<file path="src/rtl/sva_mon_pkg.sv">
// Shared types and constants for the two-signal property monitor.
//   mode_e    : property select driven on the monitor's mode port
//   DELAY_MAX : largest consequent delay supported by the implication tracker
package sva_mon_pkg;

    typedef enum logic [1:0] {
        MODE_AND  = 2'd0,   // a & b
        MODE_OR   = 2'd1,   // a | b
        MODE_XNOR = 2'd2,   // !(a ^ b)
        MODE_IMPL = 2'd3    // a |-> ##DELAY b
    } mode_e;

    localparam int DELAY_MAX = 15;

endpackage

</file>
<file path="src/rtl/sva_impl_tracker.sv">
// Pending-attempt shift register for the implication property a |-> ##DELAY b.
// One bit per in-flight attempt; an attempt pushed at edge k sits in
// pending_q[DELAY-1] during the cycle before edge k+DELAY and resolves on the
// b value sampled at that edge.
// Ports:
//   clk, rst       : clock, synchronous active-high reset (clears all attempts)
//   push           : start a new attempt at this edge (antecedent true)
//   flush          : discard every pending attempt at this edge, no report
//   b              : consequent signal sampled at this edge
//   resolve_valid  : an attempt resolves at this edge (combinational)
//   resolve_pass   : resolution result, valid with resolve_valid
module sva_impl_tracker
    import sva_mon_pkg::*;
#(
    parameter int DELAY = 2
) (
    input  logic clk,
    input  logic rst,
    input  logic push,
    input  logic flush,
    input  logic b,
    output logic resolve_valid,
    output logic resolve_pass
);

    if (DELAY < 1 || DELAY > DELAY_MAX) begin : g_bad_delay
        $error("sva_impl_tracker: DELAY out of range 1..15");
    end

    logic [DELAY-1:0] pending_q;
    logic [DELAY-1:0] pending_d;

    always_comb begin
        pending_d    = '0;
        // A push on a flushing edge belongs to the new mode, so it survives.
        pending_d[0] = push;
        for (int i = 1; i < DELAY; i++) begin
            pending_d[i] = pending_q[i-1] & ~flush;
        end
        resolve_valid = pending_q[DELAY-1] & ~flush;
        resolve_pass  = b;
    end

    always_ff @(posedge clk) begin
        if (rst) begin
            pending_q <= '0;
        end else begin
            pending_q <= pending_d;
        end
    end

endmodule

</file>
<file path="src/rtl/sva_prop_monitor.sv">
// Hardware evaluator for a fixed set of two-signal concurrent properties,
// matching simulator assert property (@(posedge clk) ...) timing edge for edge.
// Ports:
//   clk, rst   : clock, synchronous active-high reset
//   en         : start an attempt at this edge
//   mode       : property select (mode_e)
//   a, b       : observed signals
//   pass_o     : one-cycle pulse, non-vacuous pass
//   fail_o     : one-cycle pulse, failure
//   vacuous_o  : one-cycle pulse, implication antecedent false
//   fail_ts    : start cycle of the most recent failing attempt
//   pass_cnt   : saturating pass counter
//   fail_cnt   : saturating fail counter
//   cycle_cnt  : free-running edge counter, first edge after reset is cycle 0
// All outputs are registered; the value registered at edge k reflects the
// inputs held just before edge k.
module sva_prop_monitor
    import sva_mon_pkg::*;
#(
    parameter int DELAY = 2,
    parameter int CNT_W = 16,
    parameter int TS_W  = 32
) (
    input  logic             clk,
    input  logic             rst,
    input  logic             en,
    input  mode_e            mode,
    input  logic             a,
    input  logic             b,
    output logic             pass_o,
    output logic             fail_o,
    output logic             vacuous_o,
    output logic [TS_W-1:0]  fail_ts,
    output logic [CNT_W-1:0] pass_cnt,
    output logic [CNT_W-1:0] fail_cnt,
    output logic [TS_W-1:0]  cycle_cnt
);

    localparam logic [TS_W-1:0] DELAY_TS = TS_W'(DELAY);

    mode_e            prev_mode_q, prev_mode_d;
    logic             pass_q, pass_d;
    logic             fail_q, fail_d;
    logic             vacuous_q, vacuous_d;
    logic [TS_W-1:0]  fail_ts_q, fail_ts_d;
    logic [CNT_W-1:0] pass_cnt_q, pass_cnt_d;
    logic [CNT_W-1:0] fail_cnt_q, fail_cnt_d;
    logic [TS_W-1:0]  cycle_cnt_q, cycle_cnt_d;

    logic flush;
    logic push;
    logic resolve_valid;
    logic resolve_pass;
    logic expr;
    logic comb_eval;
    logic comb_fail;
    logic impl_fail;

    sva_impl_tracker #(
        .DELAY (DELAY)
    ) u_tracker (
        .clk           (clk),
        .rst           (rst),
        .push          (push),
        .flush         (flush),
        .b             (b),
        .resolve_valid (resolve_valid),
        .resolve_pass  (resolve_pass)
    );

    always_comb begin
        // Any mode change abandons in-flight implication attempts silently.
        flush = (mode != prev_mode_q);
        push  = en & (mode == MODE_IMPL) & a;

        expr = 1'b0;
        case (mode)
            MODE_AND:  expr = a & b;
            MODE_OR:   expr = a | b;
            MODE_XNOR: expr = ~(a ^ b);
            default:   expr = 1'b0;
        endcase

        comb_eval = en & (mode != MODE_IMPL);
        comb_fail = comb_eval & ~expr;
        impl_fail = resolve_valid & ~resolve_pass;

        // Resolution only happens while in implication mode (pending is
        // empty otherwise), so comb and impl results never coincide.
        pass_d    = (comb_eval & expr) | (resolve_valid & resolve_pass);
        fail_d    = comb_fail | impl_fail;
        vacuous_d = en & (mode == MODE_IMPL) & ~a;

        fail_ts_d = fail_ts_q;
        if (comb_fail) begin
            fail_ts_d = cycle_cnt_q;
        end else if (impl_fail) begin
            // Report the antecedent edge; wraps like cycle_cnt.
            fail_ts_d = cycle_cnt_q - DELAY_TS;
        end

        pass_cnt_d = pass_cnt_q;
        if (pass_d && (pass_cnt_q != '1)) begin
            pass_cnt_d = pass_cnt_q + CNT_W'(1);
        end

        fail_cnt_d = fail_cnt_q;
        if (fail_d && (fail_cnt_q != '1)) begin
            fail_cnt_d = fail_cnt_q + CNT_W'(1);
        end

        cycle_cnt_d = cycle_cnt_q + TS_W'(1);
        prev_mode_d = mode;
    end

    always_ff @(posedge clk) begin
        if (rst) begin
            prev_mode_q <= MODE_AND;
            pass_q      <= 1'b0;
            fail_q      <= 1'b0;
            vacuous_q   <= 1'b0;
            fail_ts_q   <= '0;
            pass_cnt_q  <= '0;
            fail_cnt_q  <= '0;
            cycle_cnt_q <= '0;
        end else begin
            prev_mode_q <= prev_mode_d;
            pass_q      <= pass_d;
            fail_q      <= fail_d;
            vacuous_q   <= vacuous_d;
            fail_ts_q   <= fail_ts_d;
            pass_cnt_q  <= pass_cnt_d;
            fail_cnt_q  <= fail_cnt_d;
            cycle_cnt_q <= cycle_cnt_d;
        end
    end

    assign pass_o    = pass_q;
    assign fail_o    = fail_q;
    assign vacuous_o = vacuous_q;
    assign fail_ts   = fail_ts_q;
    assign pass_cnt  = pass_cnt_q;
    assign fail_cnt  = fail_cnt_q;
    assign cycle_cnt = cycle_cnt_q;

endmodule

</file>
<file path="config.mk">
export PLATFORM = sky130hd
export DESIGN_NAME = sva_prop_monitor
export DESIGN_NICKNAME = d
export VERILOG_FILES = /design/src/rtl/sva_mon_pkg.sv /design/src/rtl/sva_impl_tracker.sv /design/src/rtl/sva_prop_monitor.sv
export SDC_FILE = /design/constraint.sdc
export NUM_CORES = 1
export LEC_CHECK = 0
export BUFFER_PORTS_ARGS = -buffer_cell sky130_fd_sc_hd__buf_2
export CORE_MARGIN = 3
export CORE_UTILIZATION = 24
export DETAILED_ROUTE_END_ITERATION = 7
export GPL_ROUTABILITY_DRIVEN = 0
export PLACE_DENSITY = 0.44
export SLEW_MARGIN = 30
export SYNTH_ARGS = -nofsm -noshare
export SYNTH_HDL_FRONTEND = slang
export SYNTH_SLANG_ARGS = --single-unit
</file>
<file path="constraint.sdc">
create_clock -name clk -period 2 [get_ports clk]
set_input_delay 0.2 -clock clk [delete_from_list [all_inputs] [get_ports clk]]
set_output_delay 0.2 -clock clk [all_outputs]
set_load 0.05 [all_outputs]
</file>
* Word level (Yosys, flattened, before mapping)
Index checks and enable logic that the tools add are counted.
Word-level totals: register bits after elaboration 103, bits of input ports 7, logic and storage cells 47
Cells by class: $add $sub $neg 4, equality and inequality tests 7, multiplexer cells 3, bitwise gates (word level) 20, reductions and logical operators 4
Operators by type and width (count):
- $mux W32 | 2
- $add A16 B1 Y16 const B | 2
- $add A32 B1 Y32 const B | 1
- $ne A16 B16 Y1 const B | 2
- $sub A32 B2 Y32 const B | 1
- $and A1 B1 Y1 | 11
- $not A1 Y1 | 5
- $eq A2 B2 Y1 const B | 2
- $or A1 B1 Y1 | 3
- $pmux W1 S3 | 1
- $eq A2 B1 Y1 const B | 1
- $logic_and A1 B1 Y1 | 2
- $logic_not A2 Y1 | 1
- $ne A2 B2 Y1 | 1
- $ne A2 B2 Y1 const B | 1
- $reduce_bool A2 Y1 | 1
- $xor A1 B1 Y1 | 1

* Depth between registers and ports, before layout
word-level depth 7, gate-level depth with buffers 9, gate-level depth less buffers 7

* By module
Synthesis repeated with hierarchy kept, for this count alone.
Second synthesis, totals: cells, all modules 640, area total of the unflattened synthesis 5306.3 um^2
Modules (own cells, without submodules):
- sva_prop_monitor | instances 1, cells an instance 634, area an instance 5233.8 um^2
- sva_impl_tracker | instances 1, cells an instance 6, area an instance 72.6 um^2

* Worst setup path before layout
Ideal clock, no wire load.
path type register to register, start reg pass_cnt_q[7], in the netlist pass_cnt[7], end reg pass_cnt_q[5], in the netlist pass_cnt[5], setup time 0.115 ns, arrival time 2.219 ns, required time 1.885 ns, setup slack -0.334 ns, stages on the path, launching flop included 7, clock period less this slack 2.334 ns, cells stage by stage dfxtp_1 > nand4_1 > or4_1 > o32ai_1 > clkbuf_1 > nor4_1 > o21ba_2
On the way: cells in the longest elaborated chain, start to end 2
Ends and longest elaborated chain:
- from (decl) | RTL line sva_prop_monitor.sv:46 | logic [CNT_W-1:0] pass_cnt_q, pass_cnt_d;
- from (signal assigned) | RTL line sva_prop_monitor.sv:132 | pass_cnt_q <= pass_cnt_d;
- $ne A16 B16 Y1 | RTL line sva_prop_monitor.sv:103 | if (pass_d && (pass_cnt_q != '1)) begin
- $logic_and A1 B1 Y1 | RTL line sva_prop_monitor.sv:103
No other way between the ends. A chain may end at the register's enable or synchronous reset.

* Final worst setup path
start reg cycle_cnt_q[13], in the netlist cycle_cnt[13], end reg fail_ts_q[22], in the netlist fail_ts[22]
On the way: cells in the longest elaborated chain, start to end 3
Ends and longest elaborated chain:
- from (decl) | RTL line sva_prop_monitor.sv:48 | logic [TS_W-1:0] cycle_cnt_q, cycle_cnt_d;
- from (signal assigned) | RTL line sva_prop_monitor.sv:134 | cycle_cnt_q <= cycle_cnt_d;
- $sub A32 B2 Y32 | RTL line sva_prop_monitor.sv:99 | fail_ts_d = cycle_cnt_q - DELAY_TS;
- $mux W32 | RTL line sva_prop_monitor.sv:97 | end else if (impl_fail) begin
- $mux W32 | RTL line sva_prop_monitor.sv:95 | if (comb_fail) begin
- to (signal assigned) | RTL line sva_prop_monitor.sv:131 | fail_ts_q <= fail_ts_d;
- to (decl) | RTL line sva_prop_monitor.sv:45 | logic [TS_W-1:0] fail_ts_q, fail_ts_d;
No other way between the ends. The select of a mux whose other input is x is not followed.

==> flow_metrics.tcl <==
set metrics [dict create \
    cp.arrival_ns 2.26 \
    min_path_cells 2 \
    io_buffers 105 \
    synth_top_area_share_pct 39.76 \
    slowest_delay_ns 0.55 \
    yosys.area.top_type "dfxtp_1" \
    grt_max_degree 54 \
    pin_count 106 \
    synthArstFlopShare_pct 0 \
    vias 4769 \
    antenna_found_initial 0 \
    p_leak_nw 2.816 \
    layout-drive-gt1-share_pct 35.75 \
    globalRouteMet1Util_pct 15.62 \
    clk_latency_ns 0.36 \
    syn_inst 608 \
    finalSetupViolations 0 \
    cts_buffers 9 \
    post-route-period-util_pct 98.65 \
    syn_area_mm2 0.005186 \
    critPathMaxFanout 4 \
    ys_warn_count 0 \
    initial_utilization_pct 24.52 \
    vias_per_cell 4.680 \
    tightest_slew_ns 0.6042 \
    drc 0 \
    crit_family "simple AND/OR/NAND/NOR gates" \
    crit_cells 5 \
    clockRootBuffer "clkbuf_16" \
    yosysSeqAreaShare_pct 39.76 \
    fill_cells 2243 \
    slew_headroom_pct 59.72 \
    hp-class "primary input to register" \
    maxCapViolCount 0 \
    worstReg2RegStart "cycle_cnt[13]$_SDFF_PP0_" \
    hpwl_um 10590 \
    p_int_mw 3.333 \
    maxSlewViolCount 0 \
    fin_skew_ns 0.01755 \
    antenna_left 0 \
    finish.instance_area_mm2 0.006885 \
    htreeDepth 3 \
    die_w_um 153 \
    placed_cell_area_mm2 0.006422 \
    syn_avg_cell_area_um2 8.530 \
    post-synth-top-count-cell "dfxtp_1" \
    critPathRequiredTime_ns 2.29 \
    avgRoutedWirePerCell_um 14.50 \
    synth_common_cells "103 x dfxtp_1, 85 x nor2_1, 33 x xnor2_1" \
    grt_setup_unrepaired "true" \
    hold_start "a" \
    grt-busiest-layer "met2" \
    synth_cell_types 61 \
    fin_nets 753 \
    crit_chain "or4_4, or4b_4, nor4_4, xnor2_1, a211oi_2" \
    chipHeight_um 153 \
    ys.flop_type "dfxtp_1" \
    drt_iter0_markers 140 \
    grt_util_met3_pct 3.313 \
    cts.path.max_buffers 2 \
    drt_pre_antenna_iters 5 \
    ir_worst_vdd_mv 0.3286 \
    diodes 0 \
    rr_worst_depth 5 \
    end_kind "register" \
    critical_path.slowest_cell "or4_4" \
    hold_viol 0 \
    track_usage_pct 12.31 \
    p_switching_mw 1.407 \
    cellPowerDensity_mw_per_mm2 688.5 \
    grt_pass1_wl_um 23750 \
    cts_tree "built" \
    synth_edf_count 0 \
    synth-seq-cells 103 \
    ff2ff_setup_slack_ns 0.03 \
    core_area_mm2 0.02115 \
    status "complete, no violations" \
    syn_to_final_growth_pct 32.76 \
    finalSetupTns_ns 0 \
    dieArea_mm2 0.02341 \
    use_met2_pct 20.63 \
    clk_pin_slew_worst_paths_ns 0.08 \
    r2r_end "fail_ts[22]$_SDFFE_PP0P_" \
    seqPwrFrac_pct 45.1 \
    fin_crit_ns 1.973 \
    grt_pass1_vias 4552 \
    switching_share_pct 29.68 \
    startpoint_type "register" \
    min_to "vacuous_o$_SDFF_PP0_" \
    wirelength_um 14770 \
    syn_nets 622 \
    cp_num_buf_inv 0 \
    num_rows 53 \
    p_clk_share_pct 38.1 \
    clock_sinks 103 \
    fmax_mhz 506.8 \
    path_class "register to register" \
    comb_power_share_pct 16.8 \
    grt_overflow 0 \
    synth_area_leaders "dfxtp_1 40%, nor2_1 6.2%, xnor2_1 5.6%" \
]
-- power by group through the flow --
stage	logic, mW	registers [mW]	clock network [mW]
after global placement	0.757	2.18	0
after CTS	0.767	2.14	1.89
final	0.796	2.14	1.81
after global routing	0.862	2.15	1.96
after detailed placement	0.763	2.19	0
after floorplan	0.379	2.37	0
-- placed cells by master (no fill, tap or decap), types with 3 or more instances in the layout --
master and count:
inv_1 12, and3_1 6, or4_1 5, nor4_1 6, nand4_1 21, xor2_1 31, nor3_2 4, and4_1 6
o21ai_0 23, nand2_1 31, nor4_4 8, and2_1 6, xnor2_1 33, a211oi_1 23, dfxtp_4 7, dfxtp_1 64
clkbuf_16 10, nor3_1 12, a31oi_1 3, nand3_1 25, a21oi_1 28, mux2_2 3, dfxtp_2 32, or3_1 18
buf_4 58, mux2i_1 4, nor2b_1 5, or2_2 3, o31ai_1 4, buf_12 3, nor2_1 84, ha_1 7
nand2b_1 3, nor4_2 10, buf_2 104
-- timing repair --
action                     in CTS  in global routing
pin swaps                       0                  1
gates cloned                    0                  1
setup endpoints to repair       5                 19
hold buffers                    0                  0
resized for setup               2                 21
setup buffers                   0                  1
-- layer usage --
metal  vias up  wire [um]  share of wire [%]
met4         0        199                1.3
met2        98       6996                 47
met1      2220       6885                 47
met5         -          0                  0
li1       2438          -                  -
met3        13        691                4.7
-- how the worst max path moves through the flow --
| stage | to | from | slack (ns) |
|---|---|---|---|
| after floorplan | fail_ts[22]$_SDFFE_PP0P_ | cycle_cnt[13]$_SDFF_PP0_ | -0.12 |
| after global routing | fail_ts[22]$_SDFFE_PP0P_ | cycle_cnt[13]$_SDFF_PP0_ | -0.05 |
| final | fail_ts[22]$_SDFFE_PP0P_ | cycle_cnt[13]$_SDFF_PP0_ | 0.03 |
| after global placement | fail_ts[31]$_SDFFE_PP0P_ | a | -0.07 |
| after CTS | fail_ts[22]$_SDFFE_PP0P_ | cycle_cnt[13]$_SDFF_PP0_ | 0.01 |
| after detailed placement | fail_ts[28]$_SDFFE_PP0P_ | a | -0.13 |
-- area by class of cell --
type | instances | area (um2) | share of cell area, %
clock buffer | 11 | 254.0 | 3.689
clock inverter | 5 | 45.04 | 0.6542
inverter | 12 | 45.04 | 0.6542
multi-input combinational | 447 | 3042 | 44.18
sequential | 103 | 2128 | 30.91
tap | 275 | 344.1 | 4.997
timing repair buffer | 166 | 1027 | 14.92
-- kinds of logic (layout without fill, tap and decap cells) --
group                    after synthesis  count (layout)  synth area share (%)
AO/OA/AOI/OAI                        101             101                 12.38
XOR/XNOR                              64              64                 10.81
adder cells (fa/ha/maj)                7               7                 1.689
buffers and inverters                 58             194                 6.562
flip-flops                           103             103                 39.76
multiplexers                           7               7                 1.423
AND/OR/NAND/NOR                      268             268                 27.38
-- through the flow --
stage | setup WS (ns) | hold slack [ns] | std cells | power, mW | utilization [%]
4_1_cts | 0.01115 | 0.01878 | 1017 | 4.794 | 31.83
3_5_place_dp | -0.1259 | 0.3985 | 1001 | 2.949 | 30.36
3_3_place_gp | -0.07093 | 0.4021 | 1001 | 2.941 | 30.36
6_report | 0.02698 | 0.03941 | 1019 | 4.740 | 32.55
2_1_floorplan | -0.1231 | 0.2724 | 608 | 2.753 | -
5_1_grt | -0.05359 | 0.04241 | 1019 | 4.968 | 32.55
-- flip-flops by register name, summed over array words and instances, names as in the netlist --
name,count
fail_cnt,16
u_tracker.pending_q,2
pass_o,1
vacuous_o,1
fail_o,1
fail_ts,32
pass_cnt,16
cycle_cnt,32
prev_mode_q,2
No activity file was read; power rests on OpenSTA's default activity.
